**src/rtl/bram_sp_arbiter.sv**
```systemverilog
// -----------------------------------------------------------------------------
// bram_sp_arbiter
//   Shares the single port of one bram_sync_sp instance between two clients,
//   A and B. Each cycle at most one client is acknowledged. The acknowledged
//   client's address, write data and write strobe go straight to the BRAM.
//
//   Arbitration:
//   - With no lock held, a single requester wins. A tie goes to the client that
//     was not granted most recently (round-robin).
//   - A client that asserts lock with its granted access keeps the grant on
//     following cycles. The lock ends when the client stops requesting, drops
//     lock, or is forced to yield after MAX_BURST-1 locked grants while the
//     other client is waiting.
//
//   Read data from the BRAM arrives one cycle after the read is acknowledged.
//   It is routed to the client that issued the read. The other client's rdata
//   stays at zero.
//
//   Build option:
//     ARB_FIXED_PRIO_EN : A always wins ties when no lock is held. Locks and the
//                         MAX_BURST cap still apply.
//
// Ports
//   clk                      clock, all logic on posedge
//   rst                      asynchronous active-low reset
//   a_req/a_wr/a_lock        client A request, write select, keep-grant request
//   a_addr/a_wdata           client A address and write data
//   a_ack                    client A accepted this cycle (combinational)
//   a_rvalid/a_rdata         client A read return, one cycle after the read ack
//   b_*                      same set for client B
//   ram_wr/ram_addr/ram_din  BRAM port controls
//   ram_dout                 BRAM registered read data
// -----------------------------------------------------------------------------
module bram_sp_arbiter #(
  parameter int RAM_DATA_WIDTH = 32,
  parameter int RAM_ADDR_WIDTH = 4,
  parameter int MAX_BURST      = 8
) (
  input  logic                      clk,
  input  logic                      rst,
  input  logic                      a_req,
  input  logic                      a_wr,
  input  logic                      a_lock,
  input  logic [RAM_ADDR_WIDTH-1:0] a_addr,
  input  logic [RAM_DATA_WIDTH-1:0] a_wdata,
  output logic                      a_ack,
  output logic                      a_rvalid,
  output logic [RAM_DATA_WIDTH-1:0] a_rdata,
  input  logic                      b_req,
  input  logic                      b_wr,
  input  logic                      b_lock,
  input  logic [RAM_ADDR_WIDTH-1:0] b_addr,
  input  logic [RAM_DATA_WIDTH-1:0] b_wdata,
  output logic                      b_ack,
  output logic                      b_rvalid,
  output logic [RAM_DATA_WIDTH-1:0] b_rdata,
  output logic                      ram_wr,
  output logic [RAM_ADDR_WIDTH-1:0] ram_addr,
  output logic [RAM_DATA_WIDTH-1:0] ram_din,
  input  logic [RAM_DATA_WIDTH-1:0] ram_dout
);

  localparam int CW = (MAX_BURST < 2) ? 1 : $clog2(MAX_BURST);

  typedef enum logic [1:0] {IDLE, LOCK_A, LOCK_B} state_t;

  state_t                    state_q, state_d;
  logic                      rr_last_q, rr_last_d;   // 0: A granted last, 1: B
  logic [CW-1:0]             burst_q, burst_d;
  logic                      cap;
  logic                      gnt_a, gnt_b;
  logic [RAM_ADDR_WIDTH-1:0] hold_addr_q;
  logic [RAM_DATA_WIDTH-1:0] hold_din_q;
  logic                      vld_p1, own_b_p1;

  // burst_q saturates at the cap, so a lock that outlasts a quiet period
  // still yields as soon as the other client shows up.
  assign cap = (burst_q >= CW'(MAX_BURST - 1));

  always_comb begin
    gnt_a     = 1'b0;
    gnt_b     = 1'b0;
    state_d   = IDLE;
    burst_d   = '0;
    rr_last_d = rr_last_q;
    // Nothing is granted while reset is held, so the BRAM sees no write.
    if (rst) begin
      case (state_q)
        LOCK_A: begin
          if (a_req) begin
            if (b_req && cap) gnt_b = 1'b1;
            else              gnt_a = 1'b1;
          end else begin
            gnt_b = b_req;
          end
        end
        LOCK_B: begin
          if (b_req) begin
            if (a_req && cap) gnt_a = 1'b1;
            else              gnt_b = 1'b1;
          end else begin
            gnt_a = a_req;
          end
        end
        default: begin
          if (a_req && b_req) begin
`ifdef ARB_FIXED_PRIO_EN
            gnt_a = 1'b1;
`else
            if (rr_last_q) gnt_a = 1'b1;
            else           gnt_b = 1'b1;
`endif
          end else begin
            gnt_a = a_req;
            gnt_b = b_req;
          end
        end
      endcase
    end
    if (gnt_a) begin
      rr_last_d = 1'b0;
      if (a_lock) begin
        state_d = LOCK_A;
        burst_d = (state_q != LOCK_A) ? CW'(1) : (cap ? burst_q : burst_q + 1'b1);
      end
    end else if (gnt_b) begin
      rr_last_d = 1'b1;
      if (b_lock) begin
        state_d = LOCK_B;
        burst_d = (state_q != LOCK_B) ? CW'(1) : (cap ? burst_q : burst_q + 1'b1);
      end
    end
  end

  assign a_ack    = gnt_a;
  assign b_ack    = gnt_b;
  assign ram_wr   = (gnt_a & a_wr) | (gnt_b & b_wr);
  assign ram_addr = gnt_a ? a_addr  : (gnt_b ? b_addr  : hold_addr_q);
  assign ram_din  = gnt_a ? a_wdata : (gnt_b ? b_wdata : hold_din_q);

  always_ff @(posedge clk or negedge rst) begin
    if (!rst) begin
      state_q     <= IDLE;
      rr_last_q   <= 1'b1;
      burst_q     <= '0;
      hold_addr_q <= '0;
      hold_din_q  <= '0;
      vld_p1      <= 1'b0;
      own_b_p1    <= 1'b0;
    end else begin
      state_q   <= state_d;
      rr_last_q <= rr_last_d;
      burst_q   <= burst_d;
      if (gnt_a || gnt_b) begin
        hold_addr_q <= ram_addr;
        hold_din_q  <= ram_din;
      end
      // ---- p1: read issued last cycle, BRAM data valid now ----
      vld_p1   <= (gnt_a & ~a_wr) | (gnt_b & ~b_wr);
      own_b_p1 <= gnt_b;
    end
  end

  assign a_rvalid = vld_p1 & ~own_b_p1;
  assign b_rvalid = vld_p1 &  own_b_p1;
  assign a_rdata  = a_rvalid ? ram_dout : '0;
  assign b_rdata  = b_rvalid ? ram_dout : '0;

  // Clients must keep an unacknowledged request stable until it is accepted.
  a_hold_stable: assert property (@(posedge clk) disable iff (!rst)
    (a_req && !a_ack) |=> (a_req && $stable(a_wr) && $stable(a_addr) && $stable(a_wdata)));
  b_hold_stable: assert property (@(posedge clk) disable iff (!rst)
    (b_req && !b_ack) |=> (b_req && $stable(b_wr) && $stable(b_addr) && $stable(b_wdata)));

endmodule

```
**config.mk**
```make
export PLATFORM = sky130hd
export DESIGN_NAME = bram_sp_arbiter
export DESIGN_NICKNAME = d
export VERILOG_FILES = /design/src/rtl/bram_sp_arbiter.sv
export SDC_FILE = /design/constraint.sdc
export NUM_CORES = 1
export LEC_CHECK = 0
export CAP_MARGIN = 20
export CORE_MARGIN = 2
export CORE_UTILIZATION = 31
export CTS_CLUSTER_DIAMETER = 200
export DETAILED_ROUTE_END_ITERATION = 8
export GPL_ROUTABILITY_DRIVEN = 0
export PLACE_DENSITY = 0.74
export SLEW_MARGIN = 20
export SYNTH_ARGS = -nofsm -noshare
export SYNTH_HDL_FRONTEND = slang
export SYNTH_SLANG_ARGS = --single-unit
```
**constraint.sdc**
```tcl
create_clock -name clk -period 2.4 [get_ports clk]
set_input_delay 0.48 -clock clk [delete_from_list [all_inputs] [get_ports clk]]
set_output_delay 0.48 -clock clk [all_outputs]
set_load 0.05 [all_outputs]
```
==> flow_summary.toml <==
[run_status]
status = "finished, violations left"
violations = "negative setup slack"

[sta]
hold_viol = 0
fin_worst_hold_slack_ns = 0.172
max_slew.worst_pin.slew_ns = 0.498
worst_slack_ns = -0.463
max_slew_margin = 0.668
fmax_ghz = 0.349
fin_skew_ns = 0.00766
period_share = 1.19
setup_viol = 39
final_max_slew_viol_count = 0
rsz0062_at_grt = "yes"
fin_crit_ns = 2.86

[power]
power.leakage_uw = 0.00332
ir_drop_mv = 0.640
p_per_area_nw_per_um2 = 703

[global_route]
antenna_found_initial = 1
grt_pass1_vias = 4240
grt_max_degree = 37
track_usage = 0.273
grt_overflow = 0
grt_pass1_wl_um = 21700

[routing]
drc = 0
drt_iter0_drc = 167
postRouteAntennaNets = 0
dr_total_vias = 4033
finalWirelength_um = 15200
viasPerCell = 5.36
firstDrtPassIters = 4
avgRoutedWirePerCell_um = 20.1

[critical_path]
required_ns = 1.92
reg2reg_from = "burst_q[0]"
crit_family = "compound AO/OA/AOI/OAI gates"
arrival_ns = 2.38
crit_slowest_cell = "dfrtp_2"
reg2reg_slack_ns = 0.05
crit_buf_inv = 3
timing.rr.end = "hold_din_q[12]"
max_stage_delay_ns = 0.43
critPathMaxFanout = 16
critical_path_class = "reg2out"
end_kind = "output port"
rr_worst_depth = 12
crit_chain = "ha_4 > ha_4 > a31oi_4 > nand3_2 > a32oi_4 > inv_4 > buf_12 > a21oi_4 > a21oi_4 > buf_12"
cp-start-kind = "flip-flop"

[yosys]
netlist_area_um2 = 2930
synth_top_area_share = 0.368
synth_seq_cells = 44
syn_inst = 364
synth-seq-area-share = 0.377
synth_fp_nets = 480
yosysUniqueCellTypes = 33
post-synth-top-area-cell = "dfrtp_1"
yosys-top-cells-area = "dfrtp_1 (37%), a21oi_1 (13%), a21oi_2 (10%), and2_1 (7.5%), and3_1 (7.3%)"
postSynthAreaPerCell_um2 = 8.04
ys_warn_count = 0

[cells_and_area]
area_growth_pct = 170
final_util = 0.859
drive_gt1_frac = 0.468
final_nets = 756

[clock_network]
clk_pin_slew_ns = 0.09
clk_latency_ns = 0.30
cts_buffers = 5
cts_hold_buf = 0
cts_sinks = 44
clockBufferDepth = 2
cts_tree = "done"
cts_root_buf = "clkbuf_8"
htreeDepth = 2

[floorplan]
die_w_um = 101
num_io_pins = 217
die_h_um = 101
coreArea_um2 = 9200
rows = 35
initial_core_util = 0.318
dieArea_um2 = 10200

[placement]
place_hpwl_um = 10500
io_buffers = 216

[flow_run]
max_cap_violations = 0

[hold_path]
hold_path.class = "in2async"
## flip-flops by register name, summed over array words and instances (netlist names)
name,cells
hold_din_q,32
hold_addr_q,4
burst_q,3
state_q,2
own_b_p1,1
rr_last_q,1
vld_p1,1
## metrics by stage
stage               cells  area, um^2  setup TNS, ns  total power, uW  setup WS (ns)
floorplan             364        3410          -2.51             2950        -0.0724
global placement      721        7020         -13.81             4540         -0.377
detailed placement    721        7020         -14.82             4620         -0.429
CTS                   736        7550         -15.63             5390         -0.449
global route          753        7900         -19.27             5740         -0.531
finish                753        7900         -16.69             5550         -0.463
## area by class of cell
class / count / area (um^2)
multi-input cells: 290 / 2540
clock buffers: 6 / 82.6
repair buffers: 294 / 3960
inverters: 5 / 28.8
diodes: 1 / 2.50
flip-flops and latches: 44 / 1100
well taps: 111 / 139
clock inverters: 2 / 38.8
fillers: 477 / 1300
## cells in the final DEF, fill, tap and decap left out, drive strengths merged
cell           synthesis  routed
buf                   16     181
a21oi                111     111
clkdlybuf4s50          0     109
dfrtp                 43      43
nand2                 40      40
nor2                  39      39
and2                  35      35
and3                  34      34
clkbuf                 9       9
inv                    5       5
nor2b                  4       4
o21ai                  4       4
ha                     4       4
nand3                  3       3
nand4                  2       2
diode                  0       1
and4b                  1       1
a311oi                 1       1
a21boi                 1       1
o311a                  1       1
a31oi                  1       1
nand3b                 1       1
o211ai                 1       1
nand2b                 1       1
a32oi                  1       1
a211oi                 1       1
a22o                   1       1
o22ai                  1       1
a21o                   1       1
mux2i                  1       1
bufinv                 0       1
clkinv                 0       1
dlygate4sd2            0       1
dfstp                  1       1
## worst max path at each step
stage	startpoint	end	slack, ns	depth (start not counted)
after floorplan	burst_q[1]	ram_din[26]	-0.07	9
after global placement	a_req	ram_din[5]	-0.38	8
after detailed placement	a_req	ram_addr[0]	-0.43	8
after CTS	burst_q[0]	ram_din[26]	-0.45	10
after global routing	burst_q[0]	ram_addr[0]	-0.53	10
final	burst_q[0]	ram_addr[0]	-0.46	10
## where the power goes
group          internal (uW)  switching (uW)  total (uW)  leakage, uW
combinational           1810            2080        3890      0.00274
clock                    341             290         631    0.0000614
sequential               958            75.4        1030     0.000521
total                   3110            2440        5550      0.00332
## synthesized netlist by cell type
cell      instances
a21oi_1          76
dfrtp_1          43
nand2_1          40
nor2_1           39
a21oi_2          35
and2_1           35
and3_1           34
buf_2            11
clkbuf_1          9
buf_6             4
ha_1              4
nor2b_1           4
o21ai_0           4
inv_1             3
nand3_1           3
inv_2             2
nand4_1           2
a211oi_1          1
a21boi_1          1
a21o_1            1
a22o_1            1
a311oi_1          1
a31oi_2           1
a32oi_2           1
and4b_1           1
buf_4             1
dfstp_2           1
mux2i_1           1
nand2b_1          1
nand3b_1          1
o211ai_1          1
o22ai_1           1
o311a_1           1
## metal layers
metal  track usage  wire [um]  vias up
met5             0          0        -
met4        0.0925        655        0
met3        0.0587       1080       44
met2         0.535       8550      216
met1         0.283       4890     1951
li1              -          -     1822
## logic make-up (layout without fill, tap and decap cells)
logic type | count (synthesis) | in the layout | synth area share
other cells | 0 | 1 | 0
fa+ha+maj | 4 | 4 | 0.0171
simple gates | 160 | 160 | 0.275
buf+inv | 30 | 307 | 0.0547
compound gates | 125 | 125 | 0.273
flops | 44 | 44 | 0.377
mux | 1 | 1 | 0.00342
## timing repair
item	in CTS	in global routing
cloned	3	3
resized for setup	59	36
pin swaps	1	4
setup endpoints to repair	39	39
buffers inserted	4	13
No activity file was read; power rests on OpenSTA's default activity.
